**src/rtl/apb_master_if.sv**
```systemverilog
// Command, response and APB signal bundle for apb_master.
// The master modport is the requester's view; slave is the environment's view.
interface apb_master_if #(
  parameter int ADDR_W = 32,
  parameter int DATA_W = 8
) ();
  logic              req_valid;
  logic              req_ready;
  logic              req_write;
  logic [ADDR_W-1:0] req_addr;
  logic [DATA_W-1:0] req_wdata;

  logic              rsp_valid;
  logic              rsp_ready;
  logic [DATA_W-1:0] rsp_rdata;
  logic              rsp_err;
  logic              rsp_timeout;

  logic              psel;
  logic              penable;
  logic              pwrite;
  logic [ADDR_W-1:0] paddr;
  logic [DATA_W-1:0] pwdata;
  logic [DATA_W-1:0] prdata;
  logic              pready;
  logic              pslverr;

  modport master (
    input  req_valid, req_write, req_addr, req_wdata, rsp_ready,
    input  prdata, pready, pslverr,
    output req_ready, rsp_valid, rsp_rdata, rsp_err, rsp_timeout,
    output psel, penable, pwrite, paddr, pwdata
  );

  modport slave (
    output req_valid, req_write, req_addr, req_wdata, rsp_ready,
    output prdata, pready, pslverr,
    input  req_ready, rsp_valid, rsp_rdata, rsp_err, rsp_timeout,
    input  psel, penable, pwrite, paddr, pwdata
  );
endinterface

```
**src/rtl/apb_master.sv**
```systemverilog
// Single-outstanding APB requester: valid/ready command in, APB SETUP/ACCESS
// transfer out, valid/ready response back, with a wait-state timeout.
module apb_master #(
  parameter int ADDR_W  = 32,
  parameter int DATA_W  = 8,
  parameter int TIMEOUT = 16
) (
  input logic          pclk,
  input logic          prst,
  apb_master_if.master bus
);
  localparam int CNT_W = $clog2(TIMEOUT);
  localparam logic [CNT_W-1:0] LAST_WAIT = CNT_W'(TIMEOUT - 1);

  typedef enum logic [1:0] {IDLE, SETUP, ACCESS, RESP} state_t;

  state_t            r_state;
  logic [CNT_W-1:0]  r_wait;
  logic              r_psel;
  logic              r_penable;
  logic              r_pwrite;
  logic [ADDR_W-1:0] r_paddr;
  logic [DATA_W-1:0] r_pwdata;
  logic              r_rsp_valid;
  logic [DATA_W-1:0] r_rsp_rdata;
  logic              r_rsp_err;
  logic              r_rsp_timeout;
  logic              w_req_ready;
  logic              w_accept;

  assign w_req_ready = (r_state == IDLE) && !prst;
  assign w_accept    = bus.req_valid && w_req_ready;

  assign bus.req_ready   = w_req_ready;
  assign bus.psel        = r_psel;
  assign bus.penable     = r_penable;
  assign bus.pwrite      = r_pwrite;
  assign bus.paddr       = r_paddr;
  assign bus.pwdata      = r_pwdata;
  assign bus.rsp_valid   = r_rsp_valid;
  assign bus.rsp_rdata   = r_rsp_rdata;
  assign bus.rsp_err     = r_rsp_err;
  assign bus.rsp_timeout = r_rsp_timeout;

  always_ff @(posedge pclk) begin
    if (prst) begin
      r_state       <= IDLE;
      r_wait        <= '0;
      r_psel        <= 1'b0;
      r_penable     <= 1'b0;
      r_pwrite      <= 1'b0;
      r_paddr       <= '0;
      r_pwdata      <= '0;
      r_rsp_valid   <= 1'b0;
      r_rsp_rdata   <= '0;
      r_rsp_err     <= 1'b0;
      r_rsp_timeout <= 1'b0;
    end else begin
      unique case (r_state)
        IDLE: begin
          if (w_accept) begin
            r_pwrite  <= bus.req_write;
            r_paddr   <= bus.req_addr;
            r_pwdata  <= bus.req_write ? bus.req_wdata : '0;
            r_psel    <= 1'b1;
            r_penable <= 1'b0;
            r_state   <= SETUP;
          end
        end
        SETUP: begin
          r_penable <= 1'b1;
          r_wait    <= '0;
          r_state   <= ACCESS;
        end
        ACCESS: begin
          // pready on the final permitted edge still completes normally
          if (bus.pready) begin
            r_psel        <= 1'b0;
            r_penable     <= 1'b0;
            r_rsp_valid   <= 1'b1;
            r_rsp_err     <= bus.pslverr;
            r_rsp_timeout <= 1'b0;
            r_rsp_rdata   <= (!r_pwrite && !bus.pslverr) ? bus.prdata : '0;
            r_state       <= RESP;
          end else if (r_wait == LAST_WAIT) begin
            r_psel        <= 1'b0;
            r_penable     <= 1'b0;
            r_rsp_valid   <= 1'b1;
            r_rsp_err     <= 1'b1;
            r_rsp_timeout <= 1'b1;
            r_rsp_rdata   <= '0;
            r_state       <= RESP;
          end else begin
            r_wait <= r_wait + 1'b1;
          end
        end
        RESP: begin
          if (bus.rsp_ready) begin
            r_rsp_valid <= 1'b0;
            r_state     <= IDLE;
          end
        end
        default: r_state <= IDLE;
      endcase
    end
  end
endmodule

```
**src/flat_wrapper.sv**
```systemverilog
// flat-port wrapper written by rule: the top's interface ports become plain ports
module apb_master_flat 
#(
  parameter int ADDR_W  = 32,
  parameter int DATA_W  = 8,
  parameter int TIMEOUT = 16
)
  (pclk, prst, bus_req_valid, bus_req_write, bus_req_addr, bus_req_wdata, bus_rsp_ready, bus_prdata, bus_pready, bus_pslverr, bus_req_ready, bus_rsp_valid, bus_rsp_rdata, bus_rsp_err, bus_rsp_timeout, bus_psel, bus_penable, bus_pwrite, bus_paddr, bus_pwdata);
  apb_master_if #(.ADDR_W(ADDR_W), .DATA_W(DATA_W)) bus_i ();
  input logic pclk;
  input logic prst;
  input wire logic [$bits(bus_i.req_valid)-1:0] bus_req_valid;
  input wire logic [$bits(bus_i.req_write)-1:0] bus_req_write;
  input wire logic [$bits(bus_i.req_addr)-1:0] bus_req_addr;
  input wire logic [$bits(bus_i.req_wdata)-1:0] bus_req_wdata;
  input wire logic [$bits(bus_i.rsp_ready)-1:0] bus_rsp_ready;
  input wire logic [$bits(bus_i.prdata)-1:0] bus_prdata;
  input wire logic [$bits(bus_i.pready)-1:0] bus_pready;
  input wire logic [$bits(bus_i.pslverr)-1:0] bus_pslverr;
  output wire logic [$bits(bus_i.req_ready)-1:0] bus_req_ready;
  output wire logic [$bits(bus_i.rsp_valid)-1:0] bus_rsp_valid;
  output wire logic [$bits(bus_i.rsp_rdata)-1:0] bus_rsp_rdata;
  output wire logic [$bits(bus_i.rsp_err)-1:0] bus_rsp_err;
  output wire logic [$bits(bus_i.rsp_timeout)-1:0] bus_rsp_timeout;
  output wire logic [$bits(bus_i.psel)-1:0] bus_psel;
  output wire logic [$bits(bus_i.penable)-1:0] bus_penable;
  output wire logic [$bits(bus_i.pwrite)-1:0] bus_pwrite;
  output wire logic [$bits(bus_i.paddr)-1:0] bus_paddr;
  output wire logic [$bits(bus_i.pwdata)-1:0] bus_pwdata;
  assign bus_i.req_valid = bus_req_valid;
  assign bus_i.req_write = bus_req_write;
  assign bus_i.req_addr = bus_req_addr;
  assign bus_i.req_wdata = bus_req_wdata;
  assign bus_i.rsp_ready = bus_rsp_ready;
  assign bus_i.prdata = bus_prdata;
  assign bus_i.pready = bus_pready;
  assign bus_i.pslverr = bus_pslverr;
  assign bus_req_ready = bus_i.req_ready;
  assign bus_rsp_valid = bus_i.rsp_valid;
  assign bus_rsp_rdata = bus_i.rsp_rdata;
  assign bus_rsp_err = bus_i.rsp_err;
  assign bus_rsp_timeout = bus_i.rsp_timeout;
  assign bus_psel = bus_i.psel;
  assign bus_penable = bus_i.penable;
  assign bus_pwrite = bus_i.pwrite;
  assign bus_paddr = bus_i.paddr;
  assign bus_pwdata = bus_i.pwdata;
  apb_master #(.ADDR_W(ADDR_W), .DATA_W(DATA_W), .TIMEOUT(TIMEOUT)) u_core (.pclk(pclk), .prst(prst), .bus(bus_i));
endmodule
```
**config.mk**
```make
export PLATFORM = sky130hd
export DESIGN_NAME = apb_master_flat
export DESIGN_NICKNAME = d
export VERILOG_FILES = /design/src/rtl/apb_master_if.sv /design/src/rtl/apb_master.sv /design/src/flat_wrapper.sv
export SDC_FILE = /design/constraint.sdc
export NUM_CORES = 1
export LEC_CHECK = 0
export ABC_AREA = 1
export BUFFER_PORTS_ARGS = -buffer_cell sky130_fd_sc_hd__clkbuf_2
export CELL_PAD_IN_SITES_DETAIL_PLACEMENT = 0
export CELL_PAD_IN_SITES_GLOBAL_PLACEMENT = 2
export CORE_ASPECT_RATIO = 0.6
export CORE_MARGIN = 4
export CORE_UTILIZATION = 26
export DETAILED_ROUTE_END_ITERATION = 6
export PLACE_DENSITY_LB_ADDON = 0.1
export SYNTH_ARGS = -nofsm -noshare
export SYNTH_HDL_FRONTEND = slang
export SYNTH_SLANG_ARGS = --single-unit
```
**constraint.sdc**
```tcl
create_clock -name pclk -period 3.75 [get_ports pclk]
set_input_delay 0.1875 -clock pclk [delete_from_list [all_inputs] [get_ports pclk]]
set_output_delay 0.1875 -clock pclk [all_outputs]
set_load 0.01 [all_outputs]
```
==> Yosys cells after proc, flatten, opt, wreduce, memory -nomap -nowiden <==
Index checks and enable logic that the tools add are counted.
Widths: inputs -> output; s select.
{ "totals": {"register_bits": 60, "inputBits": 55, "word_cells": 64} }
{ "op_classes": {"add_sub_neg": 1, "n_eq_ne": 9, "muxes": 24, "reduce_logical": 19} }
{ "op_table": {"columns": ["cell", "n"], "rows": [
  ["$mux 8", 4],
  ["$reduce_and 3->1", 5],
  ["$mux 1", 9],
  ["$mux 2", 4],
  ["$mux 4", 2],
  ["$pmux 2 s4", 1],
  ["$pmux 4 s2", 1],
  ["$reduce_bool 2->1", 4],
  ["$ne 2x2->1 const B", 3],
  ["$add 4x1->4 const B", 1],
  ["$eq 2x2->1 const B", 2],
  ["$eq 4x4->1 const B", 1],
  ["$pmux 1 s2", 2],
  ["$reduce_and 2->1", 2],
  ["$logic_and 1x1->1", 3],
  ["$logic_not 1->1", 3],
  ["$ne 3x2->1 const B", 1],
  ["$pmux 1 s3", 1],
  ["$reduce_bool 3->1", 1],
  ["$eq 2x1->1 const B", 1],
  ["$logic_not 2->1", 1],
  ["$ne 2x1->1 const B", 1]
]} }

==> Longest topological paths before layout <==
{ "depth": {"word_depth": 5, "depth_mapped": 9, "ltp_nobuf": 9} }

==> Least setup slack after synthesis <==
No wires, ideal clock.
{ "synth_path": {"path_type": "flip-flop to flip-flop", "start": "reg u_core.r_state[0]", "end": "reg u_core.r_rsp_err, in the netlist u_core.bus.rsp_err", "arrival_ns": 1.216, "setup_slack_ns": 2.423, "stages_incl_launch_ff": 9, "synth_period_minus_slack_ns": 1.327, "cell_sequence": "dfxtp_1 -> inv_1 -> ha_1 -> inv_1 -> nor2_1 -> nor2_2 -> nand2_1 -> nand3_1 -> inv_1"} }
{ "synth_between": {"elab_chain_len": 2} }
{ "synth_lines": {"columns": ["element", "line", "rtl"], "rows": [
  ["from (decl)", "apb_master.sv:17", "state_t r_state;"],
  ["from (signal assigned)", "apb_master.sv:47", "r_state <= IDLE;"],
  ["from (signal assigned)", "apb_master.sv:67", "r_state <= SETUP;"],
  ["from (signal assigned)", "apb_master.sv:73", "r_state <= ACCESS;"],
  ["$eq 2x2->1", "apb_master.sv:59", "unique case (r_state)"],
  ["$reduce_and 2->1 (no line)", null, null],
  ["to (signal assigned)", "apb_master.sv:81", "r_rsp_err <= bus.pslverr;"],
  ["to (decl)", "apb_master.sv:26", "logic r_rsp_err;"]
]} }
No other way between the ends.
A chain may end at the register's enable or synchronous reset.

==> Final worst setup path <==
{ "layout_path": {"start": "reg u_core.r_state[1]", "end": "reg u_core.r_pwdata[6], in the netlist u_core.bus.pwdata[6]"} }
{ "layout_between": {"elab_chain_len": 4} }
{ "layout_lines": {"columns": ["element", "line", "rtl"], "rows": [
  ["$logic_not 2->1 (*)", "apb_master.sv:31, apb_master.sv:59", null],
  ["$logic_and 1x1->1", "apb_master.sv:31", "assign w_req_ready = (r_state == IDLE) && !prst;"],
  ["$logic_and 1x1->1", "apb_master.sv:32", "assign w_accept = bus.req_valid && w_req_ready;"],
  ["$reduce_and 2->1 (no line) (*)", null, null],
  ["to (signal assigned)", "apb_master.sv:64", "r_pwdata <= bus.req_write ? bus.req_wdata : '0;"],
  ["to (decl)", "apb_master.sv:23", "logic [DATA_W-1:0] r_pwdata;"]
]} }
Mark *: on every way between the ends. The rest lies on a longest branch, timed or not.

==> results.rst <==
.. list-table::
   :header-rows: 1

   * - Metric
     - Value
   * - Status
     - complete, no violations
   * - Clock tree from TritonCTS
     - built
   * - Worst path arrival time
     - 2.67 ns
   * - DR iter-0 viols
     - 88
   * - Detail Placement HPWL
     - 4820 µm
   * - Tightest Hold Check Type
     - input port to flip-flop
   * - Yosys reg bits
     - 60
   * - Initial cell density of the core
     - 26.9%
   * - Setup TNS after final layout
     - 0 ns
   * - Share of post-route cells with drive strength above 1
     - 31.7%
   * - Cell at the root of the clock tree
     - sky130_fd_sc_hd__clkbuf_16
   * - Via count
     - 2247
   * - Number of clock sinks
     - 60
   * - Number of buffers added on ports
     - 109
   * - First drt pass iteration count
     - 4
   * - Maximum number of pins on one net before global-route repair
     - 47
   * - Number of antenna violations at the first check in global routing
     - 0
   * - Endpoint type of the worst setup path
     - flip-flop
   * - Crit Path Max Fanout
     - 46
   * - Total GRT Usage
     - 13.3%
   * - Antenna viol nets, final
     - 0
   * - Final critical delay including setup and external delays
     - 2.42 ns
   * - Antenna cell count
     - 0
   * - Worst slew margin relative to its limit
     - 62.5%
   * - Seq/Total Area, Yosys
     - 52.2%
   * - Remaining DRCs
     - 0
   * - Setup violations, final
     - 0
   * - Post-Route Skew
     - 0.00663 ns
   * - Post-synthesis cell count
     - 305
   * - Reg-to-reg setup timing slack
     - 1.33 ns
   * - Number of warnings issued by yosys
     - 0
   * - Via/cell ratio
     - 4.25
   * - Endpoint required time on the critical path
     - 4.00 ns
   * - Number of hold-repair buffers added at the cts stage
     - 0
   * - Most frequent standard cell in the layout excluding fill and tap cells
     - sky130_fd_sc_hd__nand2_1
   * - Period Utilization, post-route
     - 64.5%
   * - Distinct cells, synth
     - 19
   * - Peak VDD IR
     - 0.241 mV
   * - Clock transition at the registers of the reported paths
     - 0.05 ns
   * - Std-Cell Rows
     - 26
   * - Number of maximum-capacitance violations
     - 0
   * - Clock insertion delay at the later pin of the skew report
     - 0.33 ns
   * - Power density relative to cell area
     - 641 nW/µm²
   * - Tightest hold margin
     - 0.0565 ns
   * - Post-synthesis instance area
     - 2300 µm²
   * - Die ar.
     - 10500 µm²
   * - Post-CTS sizing
     - 0
   * - Vertical die dimension
     - 80.9 µm
   * - Number of buffers created by CTS
     - 9
   * - Global-route wire length before repair
     - 10700 µm
   * - Die Wd
     - 129 µm
   * - Category of the worst setup path launch point
     - flip-flop
   * - Vias in the first global route
     - 2139
   * - Worst Path Class, Setup
     - flip-flop to flip-flop
   * - NumNets Final
     - 474
   * - Area of the core
     - 8560 µm²
   * - Routability congestion estimate from global placement
     - 0.762
   * - Remaining global-route overflow
     - 0
   * - Clock H-tree levels
     - 3
   * - Max Buffers Root-to-Sink
     - 2
   * - Number of ports placed on the die boundary
     - 110
   * - Dpl cells
     - 514
   * - Mapped Avg Cell Area
     - 7.55 µm²
   * - Post-CTS setup buffers
     - 0
   * - Unrepaired setup endpoints after global routing
     - false
   * - Leakage power total
     - 0.00168 µW
   * - WL/cell
     - 12.9 µm
   * - Top library cells by usage in the layout, fill and taps aside
     - sky130_fd_sc_hd__nand2_1, sky130_fd_sc_hd__clkbuf_2, sky130_fd_sc_hd__dfxtp_1
   * - Worst Tran Pin Value
     - 0.562 ns
   * - Post-synth net total
     - 366
   * - Wire length after detailed routing
     - 6820 µm
   * - Post-layout instance count excluding filler cells
     - 529
   * - Final count of hold timing violations
     - 0
   * - Max-slew violation total from the final report
     - 0
   * - Maximum operating frequency
     - 0.413 GHz
   * - Growth of design area from synthesis to finish
     - 40.1%
## power by group
group	internal (µW)	switching (µW)	leakage, µW
clock	514	270	0.000145
combinational	178	299	0.00105
sequential	743	62.3	0.000490
total	1440	631	0.00168
## worst max-delay path, cell delays in order (launching register included)
cell and delay (ns):
sky130_fd_sc_hd__dfxtp_1 0.32, sky130_fd_sc_hd__inv_1 0.12, sky130_fd_sc_hd__ha_1 0.29, sky130_fd_sc_hd__nand3_4 0.46, sky130_fd_sc_hd__inv_2 0.63, sky130_fd_sc_hd__nand2_1 0.17, sky130_fd_sc_hd__clkinv_2 0.15, sky130_fd_sc_hd__nand2_1 0.07
sky130_fd_sc_hd__a21oi_1 0.11
## cell type report
type	count	area (µm²)
Inverter	18	68.8
Sequential cell	60	1200
Clock inverter	1	5.00
Fill cell	923	5330
Timing Repair Buffer	110	553
Multi-Input combinational cell	214	972
Tap cell	112	140
Clock buffer	14	284
## kinds of logic after synthesis
kind of cell | count (synthesis) | synth area share (%)
adder cells (fa/ha/maj) | 6 | 3.26
AO/OA/AOI/OAI | 26 | 5.65
flip-flops | 60 | 52.2
AND/OR/NAND/NOR | 182 | 33.3
buffers and inverters | 31 | 5.60
## sequential cells by signal (all words and copies together), names as in the netlist
name	cells
u_core.bus.rsp_err	1
u_core.r_wait	4
u_core.bus.rsp_timeout	1
u_core.bus.psel	1
u_core.bus.pwrite	1
u_core.r_state	2
u_core.bus.paddr	32
u_core.bus.pwdata	8
u_core.bus.penable	1
u_core.bus.rsp_rdata	8
u_core.bus.rsp_valid	1
## worst paths after layout
path / startpoint / to / cells past startpoint
setup / recovery: u_core.r_state[1] / u_core.bus.pwdata[6] / 8
hold / removal: bus_req_addr[14] / u_core.bus.paddr[14] / 3
setup reg to reg: u_core.r_state[1] / u_core.bus.pwdata[6] / 8
hold reg to reg: u_core.bus.rsp_rdata[6] / u_core.bus.rsp_rdata[6] / 2
## Yosys cell counts
master	number	share of area, %
sky130_fd_sc_hd__o21ai_0	3	0.65
sky130_fd_sc_hd__ha_1	6	3.3
sky130_fd_sc_hd__clkbuf_1	3	0.49
sky130_fd_sc_hd__nand3_4	1	0.76
sky130_fd_sc_hd__inv_1	14	2.3
sky130_fd_sc_hd__a21oi_1	23	5.0
sky130_fd_sc_hd__buf_1	1	0.16
sky130_fd_sc_hd__buf_2	9	2.0
sky130_fd_sc_hd__nor2_2	1	0.27
sky130_fd_sc_hd__nor2_1	14	2.3
sky130_fd_sc_hd__clkinv_2	1	0.22
sky130_fd_sc_hd__nand3_1	39	8.5
sky130_fd_sc_hd__inv_2	3	0.49
sky130_fd_sc_hd__nor2_4	1	0.49
sky130_fd_sc_hd__nand2_1	121	20
sky130_fd_sc_hd__nand2_2	1	0.27
sky130_fd_sc_hd__nand4_1	3	0.82
sky130_fd_sc_hd__nor3_1	1	0.22
sky130_fd_sc_hd__dfxtp_1	60	52
## layer usage
metal  global-route usage, %  wire, µm
met1                    18.6      3560
met2                    18.2      2580
met3                    5.45       560
met4                    5.29       109
met5                       0         0
## metrics by stage
step | utilization, % | total power, µW | cell area (µm²) | setup slack (ns)
global placement | 34.3 | 1310 | 2940 | 1.31
CTS | 37.7 | 2100 | 3220 | 1.27
floorplan | - | 1110 | 2300 | 2.42
finish | 37.7 | 2070 | 3220 | 1.33
detailed placement | 34.3 | 1300 | 2940 | 1.28
global route | 37.7 | 2200 | 3220 | 0.968
(Power assumes the default switching activity.)
